**src/rtl/mix_column_p2s_serializer.sv**
```systemverilog
// Parallel-to-serial stage behind MixColumns: takes one column every
// NUM_ROWS byte slots and streams a full 16-byte AES state one byte per
// transfer. It also owns the byte index within the state.
//
// state | meaning
// IDLE  | waiting for start; all outputs quiet
// SHIFT | streaming bytes; a column is loaded on every row-0 slot
// DONE  | one-cycle completion pulse after byte 15 has transferred
module mix_column_p2s_serializer #(
  parameter int BYTE_W   = 8,
  parameter int NUM_ROWS = 4
) (
  input  logic                       clk,
  input  logic                       rst_n,
  input  logic                       i_start,
  input  logic [BYTE_W*NUM_ROWS-1:0] i_col_in,
  input  logic                       i_out_ready,
  output logic [BYTE_W-1:0]          o_byte_out,
  output logic                       o_byte_valid,
  output logic                       o_en_parallel_load,
  output logic [3:0]                 o_inner_state_counter,
  output logic                       o_busy,
  output logic                       o_done
);

  localparam int COL_W     = BYTE_W * NUM_ROWS;
  localparam int ROW_IDX_W = (NUM_ROWS > 1) ? $clog2(NUM_ROWS) : 1;

  typedef enum logic [1:0] {
    IDLE  = 2'd0,
    SHIFT = 2'd1,
    DONE  = 2'd2
  } state_t;

  state_t           r_state;
  logic [3:0]       r_cnt;
  logic [COL_W-1:0] r_shreg;
  logic             r_valid;
  logic             r_load;
  logic             r_busy;
  logic             r_done;

  logic [3:0]       w_cnt_inc;
  logic             w_xfer;
  logic [BYTE_W-1:0] w_byte_out;

  assign w_cnt_inc = r_cnt + 4'd1;
  assign w_xfer    = r_valid & i_out_ready;

  // Sequencer: state, byte index, shift register and registered status flags.
  // The load flag for the next slot is precomputed from the incremented index
  // so en_parallel_load is a clean flop output.
  always_ff @(posedge clk or negedge rst_n) begin
    if (!rst_n) begin
      r_state <= IDLE;
      r_cnt   <= 4'd0;
      r_shreg <= '0;
      r_valid <= 1'b0;
      r_load  <= 1'b0;
      r_busy  <= 1'b0;
      r_done  <= 1'b0;
    end else begin
      case (r_state)
        IDLE: begin
          r_done <= 1'b0;
          if (i_start) begin
            r_state <= SHIFT;
            r_cnt   <= 4'd0;
            r_valid <= 1'b1;
            r_load  <= 1'b1;
            r_busy  <= 1'b1;
          end
        end
        SHIFT: begin
          if (w_xfer) begin
            // On a load slot row 0 goes straight out, so only the lower rows are kept.
            if (r_load) begin
              r_shreg <= {i_col_in[COL_W-BYTE_W-1:0], {BYTE_W{1'b0}}};
            end else begin
              r_shreg <= r_shreg << BYTE_W;
            end
            r_cnt <= w_cnt_inc;
            if (r_cnt == 4'd15) begin
              r_state <= DONE;
              r_valid <= 1'b0;
              r_load  <= 1'b0;
              r_done  <= 1'b1;
            end else begin
              r_load <= (w_cnt_inc[ROW_IDX_W-1:0] == '0);
            end
          end
        end
        DONE: begin
          r_state <= IDLE;
          r_done  <= 1'b0;
          r_busy  <= 1'b0;
        end
        default: begin
          r_state <= IDLE;
          r_cnt   <= 4'd0;
          r_valid <= 1'b0;
          r_load  <= 1'b0;
          r_busy  <= 1'b0;
          r_done  <= 1'b0;
        end
      endcase
    end
  end

  // Output byte: row 0 of the incoming column passes through on load slots,
  // otherwise the top of the shift register; zero whenever not streaming.
  always_comb begin
    w_byte_out = '0;
    if (r_load) begin
      w_byte_out = i_col_in[COL_W-1 -: BYTE_W];
    end else if (r_valid) begin
      w_byte_out = r_shreg[COL_W-1 -: BYTE_W];
    end
  end

  assign o_byte_out            = w_byte_out;
  assign o_byte_valid          = r_valid;
  assign o_en_parallel_load    = r_load;
  assign o_inner_state_counter = r_cnt;
  assign o_busy                = r_busy;
  assign o_done                = r_done;

endmodule

```
**config.mk**
```make
export PLATFORM = sky130hd
export DESIGN_NAME = mix_column_p2s_serializer
export DESIGN_NICKNAME = d
export VERILOG_FILES = /design/src/rtl/mix_column_p2s_serializer.sv
export SDC_FILE = /design/constraint.sdc
export NUM_CORES = 1
export LEC_CHECK = 0
export BUFFER_PORTS_ARGS = -buffer_cell sky130_fd_sc_hd__buf_2
export CAP_MARGIN = 25
export CORE_MARGIN = 2
export CORE_UTILIZATION = 50
export DETAILED_ROUTE_END_ITERATION = 10
export HOLD_SLACK_MARGIN = 0.08
export PLACE_DENSITY = 0.77
export SETUP_SLACK_MARGIN = 0.15
export SKIP_CTS_REPAIR_TIMING = 1
export SLEW_MARGIN = 10
export SYNTH_ARGS = -nofsm -noshare
export SYNTH_HDL_FRONTEND = slang
export SYNTH_SLANG_ARGS = --single-unit
```
**constraint.sdc**
```tcl
create_clock -name clk -period 2.07 [get_ports clk]
set_clock_uncertainty 0.1 [all_clocks]
set_input_delay 0.621 -clock clk [delete_from_list [all_inputs] [get_ports clk]]
set_output_delay 0.621 -clock clk [all_outputs]
set_load 0.005 [all_outputs]
```
; ---- Word level (Yosys, flattened, before mapping)
; Cells that the tools add are included.
[op_classes]
add_sub_neg = 1
reduce_logical = 8
bitwise_logic = 3
eq_ne = 6
mux = 21
[op_table]
columns = op, count
row1 = 32-bit two-way mux, 1
row2 = 8-bit two-way mux, 2
row3 = 4-bit one-hot mux with 3 select lines, 1
row4 = 1-bit two-way mux, 8
row5 = 4-bit two-way mux, 2
row6 = 2-bit two-way mux, 3
row7 = "2-bit inequality test, second input constant", 3
row8 = 1-bit one-hot mux with 3 select lines, 2
row9 = 2-bit AND reduction, 3
row10 = 3-bit AND reduction, 2
row11 = "4-bit by 1-bit adder with 4-bit output, second input constant", 1
row12 = "4-bit == test, second input constant", 1
row13 = 2-bit zero test, 2
row14 = 2-bit one-hot mux with 2 select lines, 1
row15 = 4-bit AND reduction, 1
row16 = "2-bit by 1-bit == test with 1-bit output, second input constant", 1
row17 = "2-bit == test, second input constant", 1
row18 = 1-bit inverter, 2
row19 = 1-bit one-hot mux with 2 select lines, 1
row20 = 1-bit bitwise AND, 1
[totals]
out_inout_bits = 16
inputBits = 36
elab_cells = 46
ff_bits = 42

; ---- Depth between registers and ports, before layout
[logic_depth]
word_depth = 5
mapped_depth = 5

; ---- Worst setup path after synthesis
; OpenSTA, ideal clock, no wires.
[synth_timing]
kind = reg2out
startpoint = reg r_load, in the netlist o_en_parallel_load
endpoint = out o_byte_out[0]
slack_ps = 321
path_stages_with_launch = 5
arrival_ps = 1028
required_ps = 1349
cell_sequence = dfrtp_1 -> buf_2 -> nor2b_1 -> clkbuf_1 -> a22o_1
[synth_via]
elab_chain_cells = 1
[synth_rtl]
columns = element, line_no
row1 = "start, declared", 39  ; logic r_load;
row2 = "start signal, assigned", 89  ; r_load <= (w_cnt_inc[ROW_IDX_W-1:0] == '0);
row3 = 8-bit two-way mux, 114  ; if (r_load) begin
row4 = "end, declared", 18  ; output logic [BYTE_W-1:0] o_byte_out,
; No other way between the ends.

; ---- Worst setup path in the final report
[layout_timing]
startpoint = reg r_load, in the netlist o_en_parallel_load
endpoint = out o_byte_out[4]
; The elaborated chain is that of the path after synthesis.

==> impl_results.md <==
- Synth area leader: dfrtp_1
- P&R area growth vs syn: 22.5%
- Worst path cell trace: buf_6, a22o_1, buf_2
- Main combinational cell family by area after synthesis: compound AO/OA/AOI/OAI gates
- Fin crit share: a little over nine tenths
- Post-synthesis mux area share: between 10 and 15%
- Post-route ant nets: 0
- Worst path top cell family by delay: flip-flops
- Vias per cell: approximately 5.3
- Die X-Extent: 61.4 um
- Finished Core Util: 65.1%
- PortBufs: around 50
- Final min period: just under 2 ns
- Slew headroom: between 60% and 70%
- Grt total ovfl: 0
- Syn avg cell area: a little under 10 um^2
- Wire length per cell: roughly 12 um
- Required time worst endpoint: between 1 and 1.5 ns
- Critical Path Slowest Stage Cell: dfrtp_1
- Status: complete, no violations
- I/O pin cnt: 52
- Post-Syn Area: around 0.0016 mm^2
- WP data arrival: about 1.3 ns
- # Max-Cap Violations: 0
- Layout cells sized above 1: approximately 30%
- Tightest Hold Check Type: in -> async
- Reg2reg start: r_state[0]
- Main synth FF type: dfrtp_1
- Worst-margin pin slew: 0.468 ns
- Root Driver: clkbuf_4
- Number of synthesized flops with an enable pin: 0
- CTS Buf Count: 5
- Crit path buf inv count: 2
- Initial Util: between 50% and 60%
- Power per cell area: approximately 540 mW/mm^2
- Synth Instances: 167
- TritonCTS clock tree: built
- Crit. End Element: primary output
- Final Hold Viols: 0
- TritonCTS Sinks: 34
- Synth Area in XOR/XNOR: under 10%
- CP Launch Type: register
- # rows: 20
- Max-slew violations: 0
- GRT Util Overall: 19.9%
- Reg2reg path depth: 3
- Full die area: 0.00377 mm^2
- Largest stage delay on the critical path: roughly 0.44 ns
- Main area contributors after synthesis: dfrtp_1, mux2i_1, nand2_1
- RSZ-0062 raised after global routing: yes
- Worst R2R End: o_done
- Seq/Total Area, Yosys: just over 50%
- LEAKAGE: a little over 0.001 uW
- FFs w/ async S/R, synth: 100%
- Area fraction in compound gates after synthesis: between 10% and 20%
- Worst vdd ir: between 0.0003 and 0.0004 V
- WS Path Type: reg -> out
- Drt first pass iters: 4
- Clock-pin slew on the worst setup and hold paths: ~0.09 ns
- Nets: between 200 and 300
- DR iter-0 viols: 42
- Largest net degree at the start of global routing: 50
- Syn_nets: between 200 and 250
- ANT cells: 0
- Area of the core: 0.00310 mm^2
- Final wirelength: about 3300 um
- Initial antenna violation count: 0
- #FFs+latches synth: 34
- Drt drc: 0
- Yosys warns: 0
- Fmax: ~500 MHz
- Final setup violation count: 0
- Hold Slack: between 0.2 and 0.25 ns
- Chip Height: 61.4 um
- Fraction of the mapped netlist area in adder cells: 1.52%
- Yosys cell types: 28
- Crit-path max FO: 12
- Clk buf depth: 2
- HPWL Detailed: around 2500 um
- Clk Latency, worst-skew pair: about 0.33 ns
- Synth top area share: 51.6%
- Reg2Reg Setup Slack: roughly 0.52 ns
- Vias in the first global route: approximately 1200
- Final GP Congestion: between 0.7 and 0.8
- First-pass GRT wire length: roughly 5300 um
- Post-Synth Simple-Gate Area: ~15%
- H-Tree Depth: 2
- DR vias: between 1000 and 1500
[cells in the mapped netlist, types with 3 or more instances]
master,n
buf_2,4
a21oi_1,3
o22ai_1,3
clkbuf_1,5
a22o_1,9
mux2i_1,17
nor2_1,3
nor2b_1,3
nand2_1,37
dfrtp_1,34
nand3_1,3
o21ai_0,23
o21ai_1,3
[registers in the layout (all words and copies together) (netlist names)]
name / flops
r_state: 2
r_shreg: 24
o_busy: 1
o_done: 1
o_inner_state_counter: 4
o_byte_valid: 1
o_en_parallel_load: 1
[cells in the final DEF, fill, tap and decap left out, types with 2 or more instances in the layout]
cell type,count
clkbuf_4,5
dfrtp_1,34
nand2b_1,2
ha_1,2
a22o_1,9
o21ai_0,23
nor2b_1,2
o21ai_1,3
nand2_1,37
nand3_1,3
o22ai_1,3
mux2i_1,17
buf_2,51
o211ai_1,2
clkbuf_1,2
xor2_1,2
a21oi_1,3
buf_4,4
nor2_1,3
[per-stage QoR]
step / instance area [um^2] / setup TNS, ns / worst slack, ns / power [uW] / std cells
after floorplan: 1650 / 0 / 0.321 / 723 / 167
after global placement: 1960 / 0 / 0.292 / 782 / 256
after detailed placement: 1960 / 0 / 0.242 / 785 / 256
after CTS: 2000 / -0.950 / -0.128 / 1110 / 263
after global routing: 2020 / 0 / 0.0334 / 1160 / 264
final: 2020 / 0 / 0.0908 / 1100 / 264
[per-layer routing]
metal | up-vias | share of wire, % | GRT usage [%] | wire (um)
met5 | - | 0 | 0 | 0
met3 | 8 | 4.9 | 4.62 | 162
met1 | 645 | 44 | 25.6 | 1450
met4 | 0 | 2.2 | 11.6 | 71
met2 | 38 | 49 | 30.9 | 1600
li1 | 695 | - | - | -
[cell type report]
class	instances	area (um^2)
multi-input combinational	121	748
tap	44	55.1
sequential	34	851
clock buffer	7	45.0
timing repair buffer	57	317
fill	288	1080
inverter	1	3.75
[power breakdown]
part | internal, uW | total [uW] | leakage, uW | switching (uW)
clock network | 128 | 323 | 0.0000254 | 195
registers | 666 | 667 | 0.000465 | 1.89
logic | 55.9 | 106 | 0.000543 | 49.7
[worst register-to-register path: stages, from the launching register on]
cell	delay, ns
dfrtp_1	0.58
nor2b_1	0.46
a21oi_1	0.14
o21a_1	0.19
[worst max-delay path by stage]
stage | start | end | slack (ns) | depth (start not counted)
finish | o_en_parallel_load | o_byte_out[4] | 0.09 | 3
global placement | o_en_parallel_load | o_byte_out[4] | 0.29 | 3
global route | o_en_parallel_load | o_byte_out[4] | 0.03 | 3
detailed placement | o_en_parallel_load | o_byte_out[4] | 0.24 | 3
CTS | o_en_parallel_load | o_byte_out[4] | -0.13 | 3
floorplan | o_en_parallel_load | o_byte_out[0] | 0.32 | 4
[logic make-up (layout without fill, tap and decap cells)]
kind of cell / Yosys count / after routing
simple gates: 54 / 54
compound gates: 46 / 46
flops: 34 / 34
mux: 17 / 17
buf+inv: 12 / 65
fa+ha+maj: 2 / 2
xor+xnor: 2 / 2
No activity file was read; power rests on OpenSTA's default activity.
